File: src/rtl/atm_pkg.sv
// Shared types for the ATM account ledger: transaction opcodes, response
// status codes and the transaction sequencer states.
// Imported by atm_txn_check and atm_account_ledger.
package atm_pkg;

  typedef enum logic [1:0] {
    OP_DEPOSIT  = 2'd0,
    OP_WITHDRAW = 2'd1,
    OP_QUERY    = 2'd2,
    OP_TRANSFER = 2'd3
  } op_e;

  typedef enum logic [2:0] {
    ST_OK           = 3'd0,
    ST_OVERFLOW     = 3'd1,
    ST_INSUFFICIENT = 3'd2,
    ST_BAD_ACCT     = 3'd3,
    ST_LIMIT        = 3'd4
  } status_e;

  typedef enum logic [1:0] {
    S_IDLE = 2'd0,
    S_EXEC = 2'd1,
    S_RESP = 2'd2
  } state_e;

endpackage

File: src/rtl/atm_txn_check.sv
// Purpose: validates one ledger transaction and computes post-op balances.
// Latency: purely combinational, no state.
// Backpressure: none; the caller decides when to commit the results.
// Ports: op/amount, src_bal/dst_bal, wd_cnt (source withdrawal count),
//   src_ok/dst_ok (ids in range), same_acct (dst == src) in;
//   status, new_src, new_dst, cnt_inc (source counter must advance) out.
module atm_txn_check
  import atm_pkg::*;
#(
  parameter int WIDTH  = 8,
  parameter int MAX_WD = 3,
  parameter int CW     = 2
) (
  input  op_e              op,
  input  logic [WIDTH-1:0] src_bal,
  input  logic [WIDTH-1:0] dst_bal,
  input  logic [WIDTH-1:0] amount,
  input  logic [CW-1:0]    wd_cnt,
  input  logic             src_ok,
  input  logic             dst_ok,
  input  logic             same_acct,
  output status_e          status,
  output logic [WIDTH-1:0] new_src,
  output logic [WIDTH-1:0] new_dst,
  output logic             cnt_inc
);

  logic             is_debit;
  logic [WIDTH:0]   sum_src;
  logic [WIDTH:0]   sum_dst;

  assign is_debit = (op == OP_WITHDRAW) || (op == OP_TRANSFER);
  // One extra bit so the carry out flags an overflow instead of wrapping.
  assign sum_src  = {1'b0, src_bal} + {1'b0, amount};
  assign sum_dst  = {1'b0, dst_bal} + {1'b0, amount};

  always_comb begin
    status  = ST_OK;
    new_src = src_bal;
    new_dst = dst_bal;
    cnt_inc = 1'b0;
    if (!src_ok || ((op == OP_TRANSFER) && !dst_ok)) begin
      status = ST_BAD_ACCT;
    end else if (is_debit && (wd_cnt == CW'(MAX_WD))) begin
      status = ST_LIMIT;
    end else if (is_debit && (amount > src_bal)) begin
      status = ST_INSUFFICIENT;
    end else if ((op == OP_DEPOSIT) && sum_src[WIDTH]) begin
      status = ST_OVERFLOW;
    end else if ((op == OP_TRANSFER) && !same_acct && sum_dst[WIDTH]) begin
      status = ST_OVERFLOW;
    end else begin
      case (op)
        OP_DEPOSIT:  new_src = sum_src[WIDTH-1:0];
        OP_WITHDRAW: begin
          new_src = src_bal - amount;
          cnt_inc = 1'b1;
        end
        OP_TRANSFER: begin
          // A self-transfer moves no money but still consumes a withdrawal.
          if (!same_acct) begin
            new_src = src_bal - amount;
            new_dst = sum_dst[WIDTH-1:0];
          end
          cnt_inc = 1'b1;
        end
        default: ;
      endcase
    end
  end

endmodule

File: src/rtl/atm_account_ledger.sv
// Purpose: multi-account balance ledger executing deposit/withdraw/query/transfer.
// Latency: request accepted at edge N, response valid after edge N+1; one txn per 3 cycles peak.
// Backpressure: txn_ready only in IDLE; response held stable until resp_ready handshake.
// Ports: clk, rst (async, active-high); txn_valid/txn_ready/txn_op/txn_acct/
//   txn_dst/txn_amount request channel; day_clear pulse; resp_valid/resp_ready/
//   resp_status/resp_balance response channel; led_ovf/led_insuf sticky LEDs.
module atm_account_ledger
  import atm_pkg::*;
#(
  parameter  int WIDTH    = 8,
  parameter  int NUM_ACCT = 4,
  parameter  int MAX_WD   = 3,
  localparam int AW       = $clog2(NUM_ACCT)
) (
  input  logic             clk,
  input  logic             rst,
  input  logic             txn_valid,
  output logic             txn_ready,
  input  logic [1:0]       txn_op,
  input  logic [AW-1:0]    txn_acct,
  input  logic [AW-1:0]    txn_dst,
  input  logic [WIDTH-1:0] txn_amount,
  input  logic             day_clear,
  output logic             resp_valid,
  input  logic             resp_ready,
  output logic [2:0]       resp_status,
  output logic [WIDTH-1:0] resp_balance,
  output logic             led_ovf,
  output logic             led_insuf
);

  localparam int CW = $clog2(MAX_WD + 1);

  state_e           state_q, state_d;
  op_e              op_q;
  logic [AW-1:0]    acct_q, dst_q;
  logic [WIDTH-1:0] amt_q;
  logic [WIDTH-1:0] bal_q [NUM_ACCT];
  logic [CW-1:0]    cnt_q [NUM_ACCT];

  logic             src_ok, dst_ok, same_acct;
  logic [AW-1:0]    src_idx, dst_idx;
  status_e          status;
  logic [WIDTH-1:0] new_src, new_dst;
  logic             cnt_inc;

  // Ids are range-checked so a non-power-of-two NUM_ACCT never reads past the array.
  assign src_ok    = int'(acct_q) < NUM_ACCT;
  assign dst_ok    = int'(dst_q) < NUM_ACCT;
  assign src_idx   = src_ok ? acct_q : '0;
  assign dst_idx   = dst_ok ? dst_q : '0;
  assign same_acct = (acct_q == dst_q);

  atm_txn_check #(
    .WIDTH  (WIDTH),
    .MAX_WD (MAX_WD),
    .CW     (CW)
  ) u_check (
    .op        (op_q),
    .src_bal   (bal_q[src_idx]),
    .dst_bal   (bal_q[dst_idx]),
    .amount    (amt_q),
    .wd_cnt    (cnt_q[src_idx]),
    .src_ok    (src_ok),
    .dst_ok    (dst_ok),
    .same_acct (same_acct),
    .status    (status),
    .new_src   (new_src),
    .new_dst   (new_dst),
    .cnt_inc   (cnt_inc)
  );

  always_ff @(posedge clk or posedge rst) begin
    if (rst) state_q <= S_IDLE;
    else     state_q <= state_d;
  end

  always_comb begin
    state_d    = state_q;
    txn_ready  = 1'b0;
    resp_valid = 1'b0;
    case (state_q)
      S_IDLE: begin
        txn_ready = 1'b1;
        if (txn_valid) state_d = S_EXEC;
      end
      S_EXEC: state_d = S_RESP;
      S_RESP: begin
        resp_valid = 1'b1;
        if (resp_ready) state_d = S_IDLE;
      end
      default: state_d = S_IDLE;
    endcase
  end

  // Request fields are captured on the accept edge so the check sees stable inputs.
  always_ff @(posedge clk or posedge rst) begin
    if (rst) begin
      op_q   <= OP_DEPOSIT;
      acct_q <= '0;
      dst_q  <= '0;
      amt_q  <= '0;
    end else if ((state_q == S_IDLE) && txn_valid) begin
      op_q   <= op_e'(txn_op);
      acct_q <= txn_acct;
      dst_q  <= txn_dst;
      amt_q  <= txn_amount;
    end
  end

  always_ff @(posedge clk or posedge rst) begin
    if (rst) begin
      for (int i = 0; i < NUM_ACCT; i++) begin
        bal_q[i] <= '0;
        cnt_q[i] <= '0;
      end
      resp_status  <= '0;
      resp_balance <= '0;
      led_ovf      <= 1'b0;
      led_insuf    <= 1'b0;
    end else begin
      if (state_q == S_EXEC) begin
        if (status == ST_OK) begin
          bal_q[src_idx] <= new_src;
          if ((op_q == OP_TRANSFER) && !same_acct) bal_q[dst_idx] <= new_dst;
          if (cnt_inc) cnt_q[src_idx] <= cnt_q[src_idx] + CW'(1);
        end
        resp_status  <= status;
        resp_balance <= (status == ST_BAD_ACCT) ? '0 : new_src;
        // Queries never touch the LEDs; LIMIT and BAD_ACCT fall through unchanged.
        if (op_q != OP_QUERY) begin
          case (status)
            ST_OK: begin
              led_ovf   <= 1'b0;
              led_insuf <= 1'b0;
            end
            ST_OVERFLOW: begin
              led_ovf   <= 1'b1;
              led_insuf <= 1'b0;
            end
            ST_INSUFFICIENT: begin
              led_ovf   <= 1'b0;
              led_insuf <= 1'b1;
            end
            default: ;
          endcase
        end
      end
      // Placed last so a coincident commit increment loses to the daily clear.
      if (day_clear) begin
        for (int i = 0; i < NUM_ACCT; i++) cnt_q[i] <= '0;
      end
    end
  end

endmodule

File: config.mk
export PLATFORM = sky130hd
export DESIGN_NAME = atm_account_ledger
export DESIGN_NICKNAME = d
export VERILOG_FILES = /design/src/rtl/atm_pkg.sv /design/src/rtl/atm_txn_check.sv /design/src/rtl/atm_account_ledger.sv
export SDC_FILE = /design/constraint.sdc
export NUM_CORES = 1
export LEC_CHECK = 0
export ABC_AREA = 1
export CORE_UTILIZATION = 66
export CTS_CLUSTER_DIAMETER = 30
export DETAILED_ROUTE_END_ITERATION = 6
export GPL_TIMING_DRIVEN = 0
export PLACE_DENSITY = 0.95
export SLEW_MARGIN = 0
export SYNTH_ARGS = -nofsm -noshare
export SYNTH_HDL_FRONTEND = slang
export SYNTH_HIERARCHICAL = 1
export SYNTH_SLANG_ARGS = --single-unit
File: constraint.sdc
create_clock -name clk -period 9.1 [get_ports clk]
set_clock_uncertainty 0.1 [all_clocks]
set_input_delay 0.91 -clock clk [delete_from_list [all_inputs] [get_ports clk]]
set_output_delay 0.91 -clock clk [all_outputs]
set_load 0.02 [all_outputs]
Word-level counts from Yosys, hierarchy flattened
Index checks and enable logic that the tools add are counted.

operators by class
  add/subtract/negate cells = 4
  multiply operators = 0
  div/mod/pow operators = 0
  magnitude comparators = 5
  equal/unequal tests = 12
  shifts and indexed selects = 0
  mux-type cells = 52
  bitwise gates (word level) = 2
  reductions and logical operators = 26

operators by type and width
  kind                count
  $mux 8              22
  $bwmux 32           2
  $bmux 8 s2          2
  $demux 8 s2         2
  $mux 32             1
  $pmux 8 s3          1
  $add 8x8->9         2
  $mux 2              5
  $reduce_bool 2->1   5
  $mux 3              3
  $reduce_and 3->1    3
  $bwmux 8            1
  $gt 8x8->1          1
  $logic_and 1x1->1   8
  $mux 1              8
  $sub 8x8->8         1
  $eq 2x2->1 const B  3
  $eq 3x2->1 const B  2
  $ge 3x3->1 const B  2
  $lt 3x1->1 const B  2
  $ne 2x2->1 const B  3
  $not 2->3           2
  $pmux 2 s3          1
  $reduce_or 2->1     3
  12 further kinds    16

word-level totals
  register bits after elaboration = 69
  latch bits = 0
  bits in writable memories = 0
  bits in read-only memories = 0
  output and inout bits = 15
  logic and storage cells = 118
  memories kept = 0

Logic depth before layout (Yosys ltp)
Gate-level depths: netlist of run 1.

  depth after elaboration = 14
  mapped depth = 24
  depth with buffers taken out = 24

Hierarchy
Netlist of run 1, hierarchy kept.

modules (own cells, without submodules)
  module              instances  cells each  area each (µm²)
  atm_account_ledger  1          619         4325.4
  atm_txn_check       1          309         1754.2

Worst setup path after synthesis of run 1
No wires, ideal clock.

  kind = register to register
  start point = register acct_q[1]
  end point = register cnt_q[1] (netlist name)
  setup time = 118 ps
  data arrival time = 3090 ps
  data required time = 8882 ps
  slack = 5793 ps
  stages on the path, launching flop included = 19
  clock period less this slack = 3307 ps
  cell sequence = dfrtp_1 -> buf_4 -> nor2_4 -> buf_4 -> a22oi_1 -> o221ai_1 -> inv_1 -> ha_1 -> fa_1 -> o21ai_2 -> nand2_1 -> nand3_2 -> nand3_4 -> nor3b_1 -> inv_1 -> nor2_1 -> a21oi_1 -> nand2_1 -> nand2_1

between the ends
  elaborated cells on any way between the ends = 40
  those cells by class = add/sub: 2; order compare: 3; eq/ne: 2; mux: 21; bitwise: 1; reduce/logical: 11

RTL lines
  what                                        RTL line                                            source
  from (decl)                                 atm_account_ledger.sv:36                            logic [AW-1:0] acct_q, dst_q;
  from (signal assigned)                      atm_account_ledger.sv:105                           acct_q <= txn_acct;
  $not 2->3 (not written as such)             atm_account_ledger.sv:60, atm_account_ledger.sv:63
  $bmux 8 s2                                  atm_account_ledger.sv:60                            .src_bal (bal_q[src_idx]),
  $mux 8 (not written as such) (2 in series)  atm_account_ledger.sv:60
  $add 8x8->9                                 atm_txn_check.sv:34                                 assign sum_src = {1'b0, src_bal} + {1'b0, amount};
  $logic_and 1x1->1                           atm_txn_check.sv:48                                 end else if ((op == OP_DEPOSIT) && sum_src[WIDTH]) begin
  $mux 1                                      atm_txn_check.sv:48
  $mux 1                                      atm_txn_check.sv:46                                 end else if (is_debit && (amount > src_bal)) begin
  $mux 1 *                                    atm_txn_check.sv:44                                 end else if (is_debit && (wd_cnt == CW'(MAX_WD))) begin
  named net cnt_inc                           atm_account_ledger.sv:45                            logic cnt_inc;
  $reduce_bool 2->1 (no line) *               --
  $reduce_and 3->1 (no line) *                --
  to (signal, indexed assignment)             atm_account_ledger.sv:126                           if (cnt_inc) cnt_q[src_idx] <= cnt_q[src_idx] + CW'(1);
  to (decl)                                   atm_account_ledger.sv:39                            logic [CW-1:0] cnt_q [NUM_ACCT];

Mark *: on every way through the listed nets, which the timed path passes. The rest lies on a longest branch. The select of a mux whose other input is x is not followed.
A chain may end at the register's enable or synchronous reset.

Final worst setup path of run 1
  start point = register dst_q[0], in the netlist dst_idx[0]
  end point = register bal_q[25] (netlist name)

between the ends
  elaborated cells on any way between the ends = 35
  those cells by class = add/sub: 1; order compare: 2; eq/ne: 1; mux: 24; bitwise: 1; reduce/logical: 6

RTL lines
  what                                        RTL line                   source
  from (decl)                                 atm_account_ledger.sv:36
  from (signal assigned)                      atm_account_ledger.sv:106  dst_q <= txn_dst;
  $not 2->3 (not written as such)             atm_account_ledger.sv:61   .dst_bal (bal_q[dst_idx]),
  $bmux 8 s2                                  atm_account_ledger.sv:61
  $mux 8 (not written as such) (2 in series)  atm_account_ledger.sv:61
  $add 8x8->9                                 atm_txn_check.sv:35        assign sum_dst = {1'b0, dst_bal} + {1'b0, amount};
  $logic_and 1x1->1 *                         atm_txn_check.sv:50        end else if ((op == OP_TRANSFER) && !same_acct && sum_dst[WIDTH]) begin
  $mux 1 *                                    atm_txn_check.sv:50
  $mux 3 *                                    atm_txn_check.sv:48
  $mux 3 *                                    atm_txn_check.sv:46
  $mux 3 *                                    atm_txn_check.sv:44
  named net status[0]                         atm_account_ledger.sv:43   status_e status;
  $logic_not 3->1 *                           atm_account_ledger.sv:123  if (status == ST_OK) begin
  $reduce_and 2->1 (no line) *                --
  to (signal, indexed assignment)             atm_account_ledger.sv:124  bal_q[src_idx] <= new_src;
  to (signal, indexed assignment)             atm_account_ledger.sv:125  if ((op_q == OP_TRANSFER) && !same_acct) bal_q[dst_idx] <= new_dst;
  to (decl)                                   atm_account_ledger.sv:38   logic [WIDTH-1:0] bal_q [NUM_ACCT];

Marks and branches as above.

==> results of run 1 <==
[through the flow]
stage	worst slack [ns]	instance area, µm²	utilization (%)	total power [W]
6_report	4.73	6780	77.0	0.00254
5_1_grt	4.47	6780	77.0	0.00271
4_1_cts	4.91	6780	77.0	0.00246
3_5_place_dp	5.02	6540	74.3	0.00212
3_3_place_gp	5.08	6540	74.3	0.00208
2_1_floorplan	5.79	6080	-	0.00169
[layout make-up]
class	instances	area, µm²
Sequential cell	69	1730
Clock inverter	6	113
Inverter	143	539
Fill cell	635	2030
Buffer	36	236
Tap cell	108	135
Timing Repair Buffer	32	320
Multi-Input combinational cell	681	3580
Clock buffer	9	124
[cells by family after synthesis]
logic type,after synthesis,share of synthesized area [%]
simple gates,522,38.9
buf+inv,179,12.7
compound gates,122,12.8
flops,69,28.4
fa+ha+maj,28,6.13
xor+xnor,7,1.01
other cells,1,0.0617
[power breakdown]
part,internal [W],total [W],switching (W)
sequential,0.000408,0.000533,0.000125
combinational,0.000536,0.00170,0.00116
clock,0.000181,0.000315,0.000134
[flip-flops by register name (all words and copies together), names as in the netlist]
signal,flops
op_q,2
bal_q,32
resp_balance,8
dst_idx,2
led_insuf,1
state_q,2
led_ovf,1
resp_status,3
cnt_q,8
amt_q,8
acct_q,2
[layer usage]
| metal | wire (µm) | GRT usage, % | vias up | part of all wire, % |
|---|---|---|---|---|
| met2 | 8280 | 62.8 | 524 | 44 |
| met1 | 7140 | 51.9 | 2995 | 38 |
| met3 | 2510 | 12.1 | 143 | 13 |
| met5 | 0 | 0 | - | 0 |
| li1 | - | - | 3073 | - |
| met4 | 1020 | 22.0 | 0 | 5.4 |
[cell usage in the layout, fill, tap and decap left out, types with 9 or more instances in the layout]
cell,count
nand2_1,310
o21ai_0,34
nand3_1,79
clkbuf_8,9
dfrtp_1,69
ha_1,25
inv_2,11
a22oi_1,16
o221ai_1,17
nand4_1,38
clkdlybuf4s50_1,32
buf_2,12
a21oi_1,30
inv_1,127
nor2_1,49
nor2_2,12
o21ai_2,9
nand2_2,12
[worst paths after layout]
path / start / end / slack (ns) / cells after the start
setup / recovery: dst_idx[0] / bal_q[25] / 4.73 / 22
hold / removal: resp_balance[1] / resp_balance[1] / 0.40 / 2
setup reg to reg: dst_idx[0] / bal_q[25] / 4.73 / 22
hold reg to reg: resp_balance[1] / resp_balance[1] / 0.40 / 2
max in group asynchronous: rst / bal_q[21] / 7.35 / 2
min in group asynchronous: rst / state_q[0] / 0.96 / 2
[cell usage after synthesis, types with 2 or more instances]
cell type	count
a21oi_1	30
a21oi_2	2
a22oi_1	16
and2_1	2
buf_1	2
buf_2	12
buf_4	7
buf_6	8
clkbuf_1	7
clkinv_1	4
dfrtp_1	69
fa_1	3
ha_1	25
inv_1	128
inv_2	11
nand2_1	310
nand2_2	12
nand2_4	2
nand3_1	79
nand3_2	8
nand3b_1	2
nand4_1	38
nor2_1	49
nor2_2	12
nor2_4	5
o21ai_0	34
o21ai_1	8
o21ai_2	9
o221ai_1	17
o22ai_1	2
xnor2_1	3
xor2_1	4
[worst max-delay path: stages (launching register included)]
cell,delay [ns]
dfrtp_1,0.32
buf_2,0.18
inv_2,0.08
nor2_2,0.30
buf_2,0.32
a22oi_1,0.10
o221ai_1,0.12
ha_1,0.22
inv_1,0.06
fa_1,0.41
nand3b_1,0.18
nand2_1,0.12
nand2_1,0.06
nand2_1,0.14
nand2_1,0.17
nand2_1,0.13
nand3_1,0.07
nand2_1,0.11
nor2_1,0.10
nand3_1,0.31
clkbuf_1,0.47
nand2_1,0.14
nand2_1,0.11
==> summary.md, run 1 <==
| Metric | Value |
|---|---|
| Arr. time, crit path | `4.57 ns` |
| Max cap viols | `0` |
| Hold Buf Count CTS | `0` |
| Top_reg_cell synth | `dfrtp_1` |
| DRT iter0 DRCs | `993` |
| # clock sinks | `69` |
| Setup bufs post-CTS | `0` |
| EDFF count, synth | `0` |
| Fin crit period | `4.37 ns` |
| Core footprint | `8810 µm²` |
| Pwr Density | `375 nW/µm²` |
| Vias post-DR | `6735` |
| CTS clk-pin slew, worst paths | `0.08 ns` |
| Fin crit share | `48.1%` |
| First-pass DRT Iterations | `7` |
| CTS tree | `built` |
| IO buf count | `32` |
| Yosys warnings | `6` |
| Final std cells w/o fill | `1084` |
| Crit path required time | `9.29 ns` |
| H-tree depth | `3` |
| Clk_lat worst skew | `0.36 ns` |
| Async SR Flop Fraction | `100%` |
| Layout Nets | `1019` |
| Synth Cell Area | `6080 µm²` |
| Tightest Pin Transition | `0.865 ns` |
| Die X | `98.0 µm` |
| # IOs | `34` |
| Initial core utilization | `69.0%` |
| CTS Buf Count | `9` |
| Antenna Violating Nets Remaining | `0` |
| Initial antenna violation count | `0` |
| Total wire length | `18900 µm` |
| Crit path kind | `reg2reg` |
| Setup TNS | `0 ns` |
| Vias in the first global route | `6339` |
| Seq/Total Area, Yosys | `28.4%` |
| Cell Count Post-Placement | `1069` |
| Worst IR Drop VDD | `0.000258 V` |
| Routability Congestion | `1.06` |
| Largest net degree at the start of global routing | `70` |
| Detailed placement HPWL | `13300 µm` |
| Max_slew headroom | `42.4%` |
| Share of cells above drive strength 1 | `11.0%` |
| Synthesized flop and latch total | `69` |
| Die area | `9600 µm²` |
| Maximum operating frequency | `229 MHz` |
| RSZ-0062 raised after global routing | `no` |
| Dominant cells by area after synthesis | `dfrtp_1 (28%), nand2_1 (19%), inv_1 (7.9%)` |
| Hold_ws | `0.402 ns` |
| Cts repair resizes | `0` |
| Total GRT Usage | `40.9%` |
| Routed wire length per instance | `17.5 µm` |
| Fin. Hold Viols | `0` |
| Syn-to-layout area delta | `11.5%` |
| First-pass GRT wire length | `30800 µm` |
| Root Buffer | `clkbuf_8` |
| # rows | `34` |
| Critical Path End Type | `register` |
| Clock Tree Buf Depth | `2` |
| N_diodes | `0` |
| Syn Area/Cell | `6.55 µm²` |
| Slew Limit Fails | `0` |
| CP Max Fanout | `10` |
| Min-delay worst type | `reg2reg` |
| Drt via density | `6.21` |
| Total gr overflow | `0` |
| Die height | `98.0 µm` |
| Drc violations | `0` |
| Cells after Synth | `928` |
| Final setup viols | `0` |
| Outcome | `completed` |
| Startpoint types | `register` |
| Synth top area share | `28.4%` |
| Cell leakage power | `3.50 nW` |
| Distinct cell type count after synthesis | `40` |
| Synth area leader | `dfrtp_1` |
No activity file was read; power rests on OpenSTA's default activity.
==> inputs of run 2 (changes only) <==
--- a/config.mk
+++ b/config.mk
@@ -6,11 +6,11 @@
 export NUM_CORES = 1
 export LEC_CHECK = 0
 export ABC_AREA = 1
-export CORE_UTILIZATION = 66
+export CORE_UTILIZATION = 56
 export CTS_CLUSTER_DIAMETER = 30
 export DETAILED_ROUTE_END_ITERATION = 6
 export GPL_TIMING_DRIVEN = 0
-export PLACE_DENSITY = 0.95
+export PLACE_DENSITY = 0.88
 export SLEW_MARGIN = 0
 export SYNTH_ARGS = -nofsm -noshare
 export SYNTH_HDL_FRONTEND = slang
==> constraint.sdc (replaced) <==
create_clock -name clk -period 3.7 [get_ports clk]
set_clock_uncertainty 0.1 [all_clocks]
set_input_delay 0.37 -clock clk [delete_from_list [all_inputs] [get_ports clk]]
set_output_delay 0.37 -clock clk [all_outputs]
set_load 0.02 [all_outputs]
==> run 2 against run 1 <==
  * Combinational power grew to 2.8 times the previous value
  * Design area grew 6.4%
  * Critical path depth shrank 2
  * Sequential share of layout area shrank 1.5 points
  * Sequential cell count is the same
  * Power grew to 2.6 times the previous value
  * Count of clock-buffer cells in the layout grew 4
  * Clock power grew 120%
  * Die area grew 17%
  * Global-route usage shrank 7.5 points
  * Via count grew 0.58%
  * Critical endpoint is now bal_q[22]
==> summary.md, run 2 (same netlist as run 1, synthesis figures left out) <==
| Metric | Value |
|---|---|
| Pwr Density | `933 nW/µm²` |
| Critical-path top delay cell | `dfrtp_2` |
| CP Max Fanout | `10` |
| Hold_ws | `0.133 ns` |
| Drt via density | `6.01` |
| Share of cells above drive strength 1 | `17.4%` |
| Max cap viols | `0` |
| Outcome | `completed` |
| Layout Nets | `1035` |
| Switching pwr | `0.00376 W` |
| Die X | `106 µm` |
| # IOs | `34` |
| Pint | `0.00297 W` |
| Final std cells w/o fill | `1127` |
| Initial antenna violation count | `0` |
| Total GRT Usage | `33.3%` |
| Fin crit share | `99.9%` |
| Die height | `106 µm` |
| Initial core utilization | `58.4%` |
| Crit path kind | `reg2reg` |
| Clk_lat worst skew | `0.36 ns` |
| Critical Path End Type | `register` |
| Vias post-DR | `6774` |
| Drc violations | `0` |
| Final setup viols | `0` |
| Most common cell after layout, fill and taps aside | `nand2_1` |
| Reg2reg start | `acct_q[0]` |
| CP max stage delay | `0.46 ns` |
| Switching Fraction | `55.9%` |
| Die area | `11300 µm²` |
| Maximum operating frequency | `271 MHz` |
| Critical Path Most Common Cell | `nand2_1` |
| Clock Tree Buf Depth | `2` |
| IO buf count | `32` |
| Worst IR Drop VDD | `0.000490 V` |
| Largest net degree at the start of global routing | `70` |
| N_diodes | `0` |
| # rows | `37` |
| Top reg by flops | `bal_q` |
| Min-delay src | `day_clear` |
| Arr. time, crit path | `3.89 ns` |
| Tightest Pin Transition | `0.869 ns` |
| Clock Power Share | `10.1%` |
| Cell leakage power | `3.61 nW` |
| H-tree depth | `3` |
| Vias in the first global route | `6147` |
| DRT iter0 DRCs | `1055` |
| CTS Buf Count | `9` |
| Largest register FFs | `32` |
| Antenna Violating Nets Remaining | `0` |
| # clock sinks | `69` |
| CTS tree | `built` |
| Combinational Power Share | `70.3%` |
| Fin crit period | `3.70 ns` |
| Most frequent cells in the layout | `nand2_1 (306), inv_1 (121), nand3_1 (78)` |
| Reg-to-reg endpoint | `bal_q[22]` |
| Routed wire length per instance | `17.3 µm` |
| Setup TNS | `0 ns` |
| R2R depth | `20` |
| CTS clk-pin slew, worst paths | `0.09 ns` |
| Root Buffer | `clkbuf_8` |
| Detailed placement HPWL | `13200 µm` |
| Cell Count Post-Placement | `1097` |
| Reg-to-reg slack, setup | `0.004 ns` |
| Fin. Hold Viols | `0` |
| CP delay by family, top | `simple AND/OR/NAND/NOR gates` |
| Sequential share of power | `19.6%` |
| Routability Congestion | `0.987` |
| First-pass DRT Iterations | `6` |
| Min-delay worst type | `in2reg` |
| CP cell instances | `inv_4 > nand2_4 > buf_6 > o221ai_4 > inv_2 > ha_1 > fa_2 > o21ai_2 > nand2_1 > nand3_4 > nand3_4 > nor2_4 > nor2_1 > nor2_2 > inv_1 > o21ai_0 > inv_1 > nand2_1 > nand3_1 > nand2_1` |
| Final Util | `69.2%` |
| CP startpoint | `acct_q[0]` |
| Total wire length | `19500 µm` |
| Startpoint types | `register` |
| Max_slew headroom | `42.0%` |
| Hold Crit Depth | `2` |
| Syn-to-layout area delta | `18.6%` |
| Hold Buf Count CTS | `0` |
| Min-Delay Endpoint | `cnt_q[4]` |
| CP bufs+invs | `5` |
| Crit path required time | `3.89 ns` |
| Total gr overflow | `0` |
| First-pass GRT wire length | `29500 µm` |
| Core footprint | `10400 µm²` |
| Slew Limit Fails | `0` |
[run 2: per-stage QoR]
step,power [W],instance area (µm²),worst slack (ns)
detailed placement,0.00524,6580,-0.372
floorplan,0.00415,6080,0.393
global placement,0.00514,6570,-0.288
CTS,0.00613,6950,0.00626
finish,0.00673,7210,0.00380
global route,0.00712,7210,-0.0890
[run 2: metal layers]
| layer | global-route usage [%] | vias up | part of all wire (%) |
|---|---|---|---|
| li1 | - | 3106 | - |
| met3 | 6.93 | 130 | 12 |
| met4 | 18.9 | 0 | 6.4 |
| met2 | 50.3 | 509 | 43 |
| met5 | 0 | - | 0 |
| met1 | 44.4 | 3029 | 38 |
[run 2: layout make-up]
cell class	instances	area, µm²
repair buffers	48	440
multi-input cells	681	3850
fillers	811	3210
plain buffers	36	269
flip-flops and latches	69	1730
well taps	136	170
clock inverters	1	30.0
clock buffers	13	169
inverters	143	547
[run 2: worst max path at each step]
stage	end	slack (ns)	cells past startpoint
after CTS	bal_q[16]	0.006	21
final	bal_q[22]	0.004	20
after floorplan	cnt_q[1]	0.39	18
after detailed placement	cnt_q[4]	-0.37	17
after global routing	bal_q[31]	-0.09	21
after global placement	bal_q[10]	-0.29	19
[run 2: timing repair]
action | in CTS | in global routing
endpoints found under the setup margin | 42 | 50
gates resized for setup | 31 | 53
pin swaps | 7 | 9
buffers inserted | 6 | 10
[run 2: worst reg2reg max path, cell delays in order (launching register included)]
cell	delay, ns
dfrtp_2	0.46
inv_4	0.13
nand2_4	0.10
buf_6	0.18
o221ai_4	0.21
inv_2	0.11
ha_1	0.23
fa_2	0.38
o21ai_2	0.18
nand2_1	0.12
nand3_4	0.13
nand3_4	0.14
nor2_4	0.21
nor2_1	0.11
nor2_2	0.25
inv_1	0.15
o21ai_0	0.18
inv_1	0.05
nand2_1	0.07
nand3_1	0.07
nand2_1	0.06
[run 2: power by group through the flow]
stage | sequential (W) | combinational, W | clock, W
6_report | 0.00132 | 0.00473 | 0.000680
5_1_grt | 0.00134 | 0.00509 | 0.000692
4_1_cts | 0.00128 | 0.00419 | 0.000659
3_5_place_dp | 0.00129 | 0.00395 | 0
3_3_place_gp | 0.00128 | 0.00386 | 0
2_1_floorplan | 0.00126 | 0.00289 | 0
